`src/rtl/hazard_bubble_ctrl_pkg.sv`:
```
// Shared definitions for the decode-stage hazard bubble controller:
// FSM encoding, the IF/ID NOP word and the default register-specifier width.
package hazard_bubble_ctrl_pkg;

  typedef enum logic [1:0] {
    RUN    = 2'd0,
    DSTALL = 2'd1,
    BSTALL = 2'd2
  } state_t;

  localparam logic [15:0] NOP_INST  = 16'h0800;
  localparam int          REG_W_DEF = 3;

endpackage

```
`src/rtl/hazard_bubble_ctrl_stage_reg.sv`:
```
// One pipeline-tracking slot {valid, dst, regwrite}; a bubble load clears it
// to the same value as reset.
module hazard_stage_reg
  import hazard_bubble_ctrl_pkg::*;
#(
  parameter int REG_W = REG_W_DEF
) (
  input  logic             clk,
  input  logic             rst,
  input  logic             i_bubble,
  input  logic             i_valid,
  input  logic [REG_W-1:0] i_dst,
  input  logic             i_regwrite,
  output logic             o_valid,
  output logic [REG_W-1:0] o_dst,
  output logic             o_regwrite
);

  logic             r_valid;
  logic [REG_W-1:0] r_dst;
  logic             r_regwrite;

  always_ff @(posedge clk) begin
    if (rst || i_bubble) begin
      r_valid    <= 1'b0;
      r_dst      <= '0;
      r_regwrite <= 1'b0;
    end else begin
      r_valid    <= i_valid;
      r_dst      <= i_dst;
      r_regwrite <= i_regwrite;
    end
  end

  assign o_valid    = r_valid;
  assign o_dst      = r_dst;
  assign o_regwrite = r_regwrite;

endmodule

```
`src/rtl/hazard_bubble_ctrl.sv`:
```
// Decode-stage hazard bubble controller: tracks EX/MEM/WB destinations and
// drives PC/IF-ID hold, flush and EX bubbles. Optional HAZARD_STALL_CNT_EN adds stall_cnt.
module hazard_bubble_ctrl
  import hazard_bubble_ctrl_pkg::*;
#(
  parameter int BR_BUBBLES = 2,
  parameter int REG_W      = REG_W_DEF
) (
  input  logic             clk,
  input  logic             rst,
  input  logic             id_valid,
  input  logic [REG_W-1:0] id_dst,
  input  logic             id_regwrite,
  input  logic             id_memwrite,
  input  logic             id_is_branch,
  input  logic             stall_n,
  input  logic             ex_br_taken,
  output logic             pc_hold,
  output logic             ifid_hold,
  output logic             ifid_flush,
  output logic [REG_W-1:0] ex_dst,
  output logic [REG_W-1:0] mem_dst,
  output logic [REG_W-1:0] wb_dst,
  output logic             ex_valid,
  output logic             mem_valid,
  output logic             wb_valid,
  output logic             mem_regwrite,
  output logic             wb_regwrite,
  output logic             ex_memwrite
`ifdef HAZARD_STALL_CNT_EN
  ,
  output logic [15:0]      stall_cnt
`endif
);

  state_t      r_state, w_nextState;
  logic [1:0]  r_brCnt, w_nextBrCnt;
  logic        w_exBubble;
  logic        w_exRegwrite;
  logic        r_exMemwrite;

  always_ff @(posedge clk) begin
    if (rst) begin
      r_state <= RUN;
      r_brCnt <= 2'd0;
    end else begin
      r_state <= w_nextState;
      r_brCnt <= w_nextBrCnt;
    end
  end

  // RUN and a released DSTALL behave alike: a branch decoded on release still opens its shadow.
  always_comb begin
    w_nextState = r_state;
    w_nextBrCnt = r_brCnt;
    w_exBubble  = 1'b0;
    pc_hold     = 1'b0;
    ifid_hold   = 1'b0;
    ifid_flush  = 1'b0;
    if (!rst) begin
      if (ex_br_taken) begin
        ifid_flush  = 1'b1;
        w_exBubble  = 1'b1;
        w_nextState = RUN;
        w_nextBrCnt = 2'd0;
      end else begin
        unique case (r_state)
          RUN, DSTALL: begin
            if (!stall_n) begin
              pc_hold     = 1'b1;
              ifid_hold   = 1'b1;
              w_exBubble  = 1'b1;
              w_nextState = DSTALL;
            end else if (id_valid && id_is_branch) begin
              w_nextState = BSTALL;
              w_nextBrCnt = 2'(BR_BUBBLES);
            end else begin
              w_nextState = RUN;
            end
          end
          BSTALL: begin
            ifid_flush  = 1'b1;
            w_exBubble  = 1'b1;
            w_nextBrCnt = r_brCnt - 2'd1;
            if (r_brCnt <= 2'd1) begin
              w_nextState = RUN;
              w_nextBrCnt = 2'd0;
            end
          end
          default: begin
            w_nextState = RUN;
            w_nextBrCnt = 2'd0;
          end
        endcase
      end
    end
  end

  always_ff @(posedge clk) begin
    if (rst || w_exBubble) r_exMemwrite <= 1'b0;
    else                   r_exMemwrite <= id_memwrite;
  end

  assign ex_memwrite = r_exMemwrite;

  hazard_stage_reg #(.REG_W(REG_W)) u_exStage (
    .clk        (clk),
    .rst        (rst),
    .i_bubble   (w_exBubble),
    .i_valid    (id_valid),
    .i_dst      (id_dst),
    .i_regwrite (id_regwrite),
    .o_valid    (ex_valid),
    .o_dst      (ex_dst),
    .o_regwrite (w_exRegwrite)
  );

  hazard_stage_reg #(.REG_W(REG_W)) u_memStage (
    .clk        (clk),
    .rst        (rst),
    .i_bubble   (1'b0),
    .i_valid    (ex_valid),
    .i_dst      (ex_dst),
    .i_regwrite (w_exRegwrite),
    .o_valid    (mem_valid),
    .o_dst      (mem_dst),
    .o_regwrite (mem_regwrite)
  );

  hazard_stage_reg #(.REG_W(REG_W)) u_wbStage (
    .clk        (clk),
    .rst        (rst),
    .i_bubble   (1'b0),
    .i_valid    (mem_valid),
    .i_dst      (mem_dst),
    .i_regwrite (mem_regwrite),
    .o_valid    (wb_valid),
    .o_dst      (wb_dst),
    .o_regwrite (wb_regwrite)
  );

`ifdef HAZARD_STALL_CNT_EN
  logic [15:0] r_stallCnt;

  always_ff @(posedge clk) begin
    if (rst)
      r_stallCnt <= 16'd0;
    else if ((pc_hold || ifid_flush) && (r_stallCnt != 16'hFFFF))
      r_stallCnt <= r_stallCnt + 16'd1;
  end

  assign stall_cnt = r_stallCnt;
`endif

endmodule

```
`config.mk`:
```
export PLATFORM = sky130hd
export DESIGN_NAME = hazard_bubble_ctrl
export DESIGN_NICKNAME = d
export VERILOG_FILES = /design/src/rtl/hazard_bubble_ctrl_pkg.sv /design/src/rtl/hazard_bubble_ctrl_stage_reg.sv /design/src/rtl/hazard_bubble_ctrl.sv
export SDC_FILE = /design/constraint.sdc
export NUM_CORES = 1
export LEC_CHECK = 0
export ABC_CLOCK_PERIOD_IN_PS = 3100
export CAP_MARGIN = 15
export CORE_MARGIN = 2
export CORE_UTILIZATION = 42
export DETAILED_ROUTE_END_ITERATION = 10
export PLACE_DENSITY = 0.88
export SLEW_MARGIN = 10
export SYNTH_ARGS = -nofsm -noshare
export SYNTH_HDL_FRONTEND = slang
export SYNTH_HIERARCHICAL = 1
export SYNTH_SLANG_ARGS = --single-unit
```
`constraint.sdc`:
```
create_clock -name clk -period 3.1 [get_ports clk]
set_input_delay 0.62 -clock clk [delete_from_list [all_inputs] [get_ports clk]]
set_output_delay 0.62 -clock clk [all_outputs]
set_load 0.05 [all_outputs]
```
==> impl_metrics.toml, run 1 <==
[clock_network]
ctsResizeCount = 0
postCtsHoldBufs = 0
insertion_delay_ps = 290
clockBufferDepth = 2
clkSinkCount = 20
cts_buffers = 3
post-cts-setup-buffer-count = 0
cts_tree = "built"
cts_root_buffer = "clkbuf_4"
path_clk_slew_ps = 120
htree_levels = 1

[power]
p_sw_frac = 0.223
ir_drop_mv = 0.287
p_int_w = 0.000427
p_per_area_nw_per_um2 = 513
clkPwrFrac = 0.381
leakage_nw = 0.404
p_comb_frac = 0.134
total_power_w = 0.000549
netSwitchingPower_w = 0.000122
sequentialPowerShare = 0.485

[yosys]
yosysTopAreaCellShare = 0.618
ys_seq_elements = 20
yosys-top-cells-area = "dfxtp_1 (62%), nor3b_1 (17%), nor2_1 (3.5%)"
syn_area_um2 = 648
synth.distinct_cells = 17
synth_cells = 58
yosysSeqAreaShare = 0.618
synth_top_cell_by_area = "dfxtp_1"
syn_area_per_cell_um2 = 11.2
yosysWarningCount = 6

[floorplanning]
initial_core_util = 0.440
rows = 14
fp.dieArea_um2 = 1870
num_io_pins = 29
die_width_um = 43.3
die_y_um = 43.3
coreArea_um2 = 1470

[place]
dpl-instance-area_um2 = 1020
port_buffers = 28
gp_congestion = 0.785
dpl.hpwl_um = 995

[route]
dr.pass1.iters = 4
viasPerCell = 4.61
dr.first_iter.drc_count = 5
wl_per_cell_um = 11.2
vias = 530
ant_nets = 0
wl_mm = 1.29
post-route-drc-count = 0

[setup_path]
crit_type = "in2out"
cp-start-kind = "input pin"
required_ps = 2480
crit_arrival_ps = 1870
endpoint_kind = "primary output"
crit_fanout = 6

[timing]
fin_setup_tns_ps = 0
skew_ps = 5.36
fin_crit_sh = 0.804
fin_crit_ps = 2490
rsz0062_at_grt = "no"
slew_headroom = 0.631
final-setup-viol-count = 0
final-max-slew-violation-count = 0
worst_pin_slew_ps = 548
finalHoldViolCount = 0
fmax_mhz = 401

[cells_and_area]
post-route-util = 0.728
area_growth_pct = 65.3
regArea_um2 = 400
drive_above_1_share = 0.101
final_cell_mix = "clkdlybuf4s50_1 (25), dfxtp_1 (20), nor3b_1 (15)"
final_area_um2 = 1070
antennaDiodeCount = 0
fin_nets = 111
layout_commonest_cell = "clkdlybuf4s50_1"
multi_input_area_um2 = 277
filler_cell_count = 113

[global_route]
grt_start_max_net_pins = 21
antenna_found_initial = 0
overflow = 0
track_usage = 0.165
grt_pass1_wl_mm = 2.27
grt_pass1_vias = 537

[worst_hold_path]
hp-class = "reg2reg"

[job]
maxCapViolations = 0

[run_status]
status = "complete, no violations"
==> sequential cells by signal, indices dropped and copies added, names as in the netlist <==
signal,flops
u_wbStage/o_dst,3
r_state,2
r_brCnt,2
u_memStage/o_dst,3
u_wbStage/o_valid,1
ex_memwrite,1
u_memStage/o_regwrite,1
u_exStage/o_valid,1
u_exStage/o_regwrite,1
u_memStage/o_valid,1
u_exStage/o_dst,3
u_wbStage/o_regwrite,1
==> per-layer routing <==
layer / global-route usage / vias to the layer above / part of all wire
met5: 0 / - / 0
met4: 0.0545 / 0 / 0.0054
met3: 0.0383 / 2 / 0.044
met2: 0.304 / 15 / 0.53
met1: 0.180 / 239 / 0.41
li1: - / 274 / -
==> synth_stat cells (all sizes together) <==
cell type  number
a21boi          2
and2b           1
buf             1
conb            1
dfxtp          20
inv             1
mux2i           1
nand2           2
nand2b          1
nand3           1
nand4           1
nor2            6
nor2b           1
nor3b          15
nor4            2
o21ai           1
o41ai           1
==> logic make-up after synthesis <==
family | synth area share
mux | 0.0154
flops | 0.618
simple gates | 0.288
other cells | 0.00579
buf+inv | 0.0174
compound gates | 0.0560
==> layout make-up <==
cell class / count / share of cell area
sequential: 20 / 0.374
timing repair buffer: 29 / 0.297
multi-input combinational: 45 / 0.258
clock inverter: 1 / 0.0280
clock buffer: 3 / 0.0210
tap: 16 / 0.0187
inverter: 1 / 0.00350
==> worst max-delay path, stage by stage <==
cell	delay (ps)
clkdlybuf4s50_1	510
nor4_2	530
buf_12	210
==> worst paths after layout <==
check,from,end,slack (ps),cells after the start
worst max-delay path,ex_br_taken,pc_hold,610,3
worst min-delay path,u_exStage/o_regwrite,u_memStage/o_regwrite,470,1
worst max register to register,r_state[1],u_exStage/o_dst[2],1820,4
worst min register to register,u_exStage/o_regwrite,u_memStage/o_regwrite,470,1
==> metrics by stage <==
stage               hold WS, ps  std cells  worst slack (ps)
global placement            447        111               604
finish                      469        115               608
floorplan                   438         67               502
global route                492        115               566
detailed placement          454        111               599
CTS                         470        115               600
==> power groups by stage <==
stage	clock network [W]	logic [W]	registers [W]
finish	0.000209	0.0000737	0.000266
detailed placement	0	0.0000738	0.000272
global placement	0	0.0000731	0.000272
global route	0.000225	0.0000783	0.000267
CTS	0.000213	0.0000740	0.000266
floorplan	0	0.0000192	0.000289
(Power assumes the default switching activity.)
==> inputs of run 2 (changes only) <==
--- a/config.mk
+++ b/config.mk
@@ -5,12 +5,12 @@
 export SDC_FILE = /design/constraint.sdc
 export NUM_CORES = 1
 export LEC_CHECK = 0
-export ABC_CLOCK_PERIOD_IN_PS = 3100
+export ABC_CLOCK_PERIOD_IN_PS = 2500
 export CAP_MARGIN = 15
 export CORE_MARGIN = 2
-export CORE_UTILIZATION = 42
+export CORE_UTILIZATION = 39
 export DETAILED_ROUTE_END_ITERATION = 10
-export PLACE_DENSITY = 0.88
+export PLACE_DENSITY = 0.83
 export SLEW_MARGIN = 10
 export SYNTH_ARGS = -nofsm -noshare
 export SYNTH_HDL_FRONTEND = slang
==> constraint.sdc (replaced) <==
create_clock -name clk -period 2.5 [get_ports clk]
set_input_delay 0.5 -clock clk [delete_from_list [all_inputs] [get_ports clk]]
set_output_delay 0.5 -clock clk [all_outputs]
set_load 0.05 [all_outputs]
==> run 2 against run 1 <==
Against the previous run: routed wire length down 2.7%; sequential share of layout area up 0.31 points; die area up 7.0%; clock power down 16%; register-to-register slack worse by 640 ps; combinational power up 26%; non-clock buffer count up 1; global-route usage down 1.5 points; critical endpoint unchanged; power up 9.1%; highest routed layer is now met3; cell area down 0.82%; critical path type unchanged; via count down 0.57%; cell count up 0.87%.
==> impl_metrics.toml, run 2 (same netlist as run 1, synthesis figures left out) <==
[run_status]
status = "complete, no violations"

[clock_network]
htree_levels = 1
clockBufferDepth = 2
clkSinkCount = 20
cts_tree = "built"
cts_buffers = 3
postCtsHoldBufs = 0
cts_root_buffer = "clkbuf_4"
path_clk_slew_ps = 100
post-cts-setup-buffer-count = 0
ctsResizeCount = 0
insertion_delay_ps = 280

[timing]
fin_crit_sh = 0.829
skew_ps = 0.772
finalHoldViolCount = 0
final-max-slew-violation-count = 0
worst_pin_slew_ps = 506
fin_setup_tns_ps = 0
final-setup-viol-count = 0
slew_headroom = 0.661
fin_crit_ps = 2070
rsz0062_at_grt = "no"
fmax_mhz = 483

[route]
wl_mm = 1.26
vias = 527
ant_nets = 0
viasPerCell = 4.54
dr.first_iter.drc_count = 1
dr.pass1.iters = 2
wl_per_cell_um = 10.8
post-route-drc-count = 0

[place]
dpl.hpwl_mm = 1.02
port_buffers = 28
gp_congestion = 0.770
dpl-instance-area_um2 = 1030

[cells_and_area]
fin_nets = 112
final_cell_mix = "clkdlybuf4s50_1 (25), dfxtp_1 (20), nor3b_1 (15)"
area_growth_pct = 63.9
post-route-util = 0.697
filler_cell_count = 121
final_area_um2 = 1060
layout_commonest_cell = "clkdlybuf4s50_1"
antennaDiodeCount = 0
drive_above_1_share = 0.110

[setup_path]
critPathSlowestCell = "clkdlybuf4s50_1"
crit_type = "in2out"
required_ps = 2000
crit_fanout = 6
endpoint_kind = "primary output"
crit_arrival_ps = 1570
path_buf_inv = 3
cp_cell_sequence = "clkdlybuf4s50_1 -> nor4_2 -> buf_4 -> buf_12"
cpPeakStageDelay_ps = 520
cpLargestDelayFamily = "buffers and inverters"
cp-start-kind = "input pin"

[global_route]
grt_pass1_wl_mm = 2.15
overflow = 0
grt_start_max_net_pins = 15
antenna_found_initial = 0
grt_pass1_vias = 541
track_usage = 0.150

[worst_hold_path]
hp-class = "reg2reg"

[power]
leakage_nw = 0.403
p_per_area_nw_per_um2 = 564
total_power_w = 0.000599
ir_drop_mv = 0.320

[floorplanning]
die_width_um = 44.8
num_io_pins = 29
rows = 14
fp.dieArea_um2 = 2000
coreArea_um2 = 1520
initial_core_util = 0.425
die_y_um = 44.8

[job]
maxCapViolations = 0
## run 2: per-layer routing
| metal | vias up | share of wire | track usage |
|---|---|---|---|
| met2 | 17 | 0.51 | 0.267 |
| met3 | 0 | 0.053 | 0.0360 |
| li1 | 279 | - | - |
| met1 | 231 | 0.44 | 0.172 |
| met5 | - | 0 | 0 |
| met4 | 0 | 0 | 0.0545 |
## run 2: through the flow
step | std cells | worst slack, ps | hold slack, ps
floorplan | 67 | 142 | 438
global placement | 112 | 429 | 446
detailed placement | 112 | 422 | 447
CTS | 116 | 422 | 466
global route | 116 | 358 | 488
finish | 116 | 428 | 465
## run 2: area by class of cell
| class | instances | area [µm²] | share of cell area |
|---|---|---|---|
| inverter | 1 | 3.75 | 0.00353 |
| multi-input combinational | 45 | 277 | 0.260 |
| sequential | 20 | 400 | 0.377 |
| tap | 16 | 20.0 | 0.0188 |
| timing repair buffer | 30 | 325 | 0.306 |
| clock buffer | 4 | 36.3 | 0.0342 |
## run 2: path summary, 6_finish.rpt
| path | start | end | slack [ps] | cells after the start |
|---|---|---|---|---|
| max | ex_br_taken | pc_hold | 430 | 4 |
| min | u_exStage/o_regwrite | u_memStage/o_regwrite | 460 | 1 |
| max reg2reg | r_state[1] | u_exStage/o_valid | 1180 | 4 |
| min reg2reg | u_exStage/o_regwrite | u_memStage/o_regwrite | 460 | 1 |
## run 2: power by group
group          internal (W)  switching (W)
Clock             0.0000885      0.0000877
Combinational     0.0000413      0.0000512
Sequential         0.000327     0.00000353
Total              0.000456       0.000142
## run 2: worst register-to-register path, delay by kind of cell (launching register included)
family	cells	cell delay, ps
and+or+nand+nor	3	460
DFF	1	450
muxes	1	290
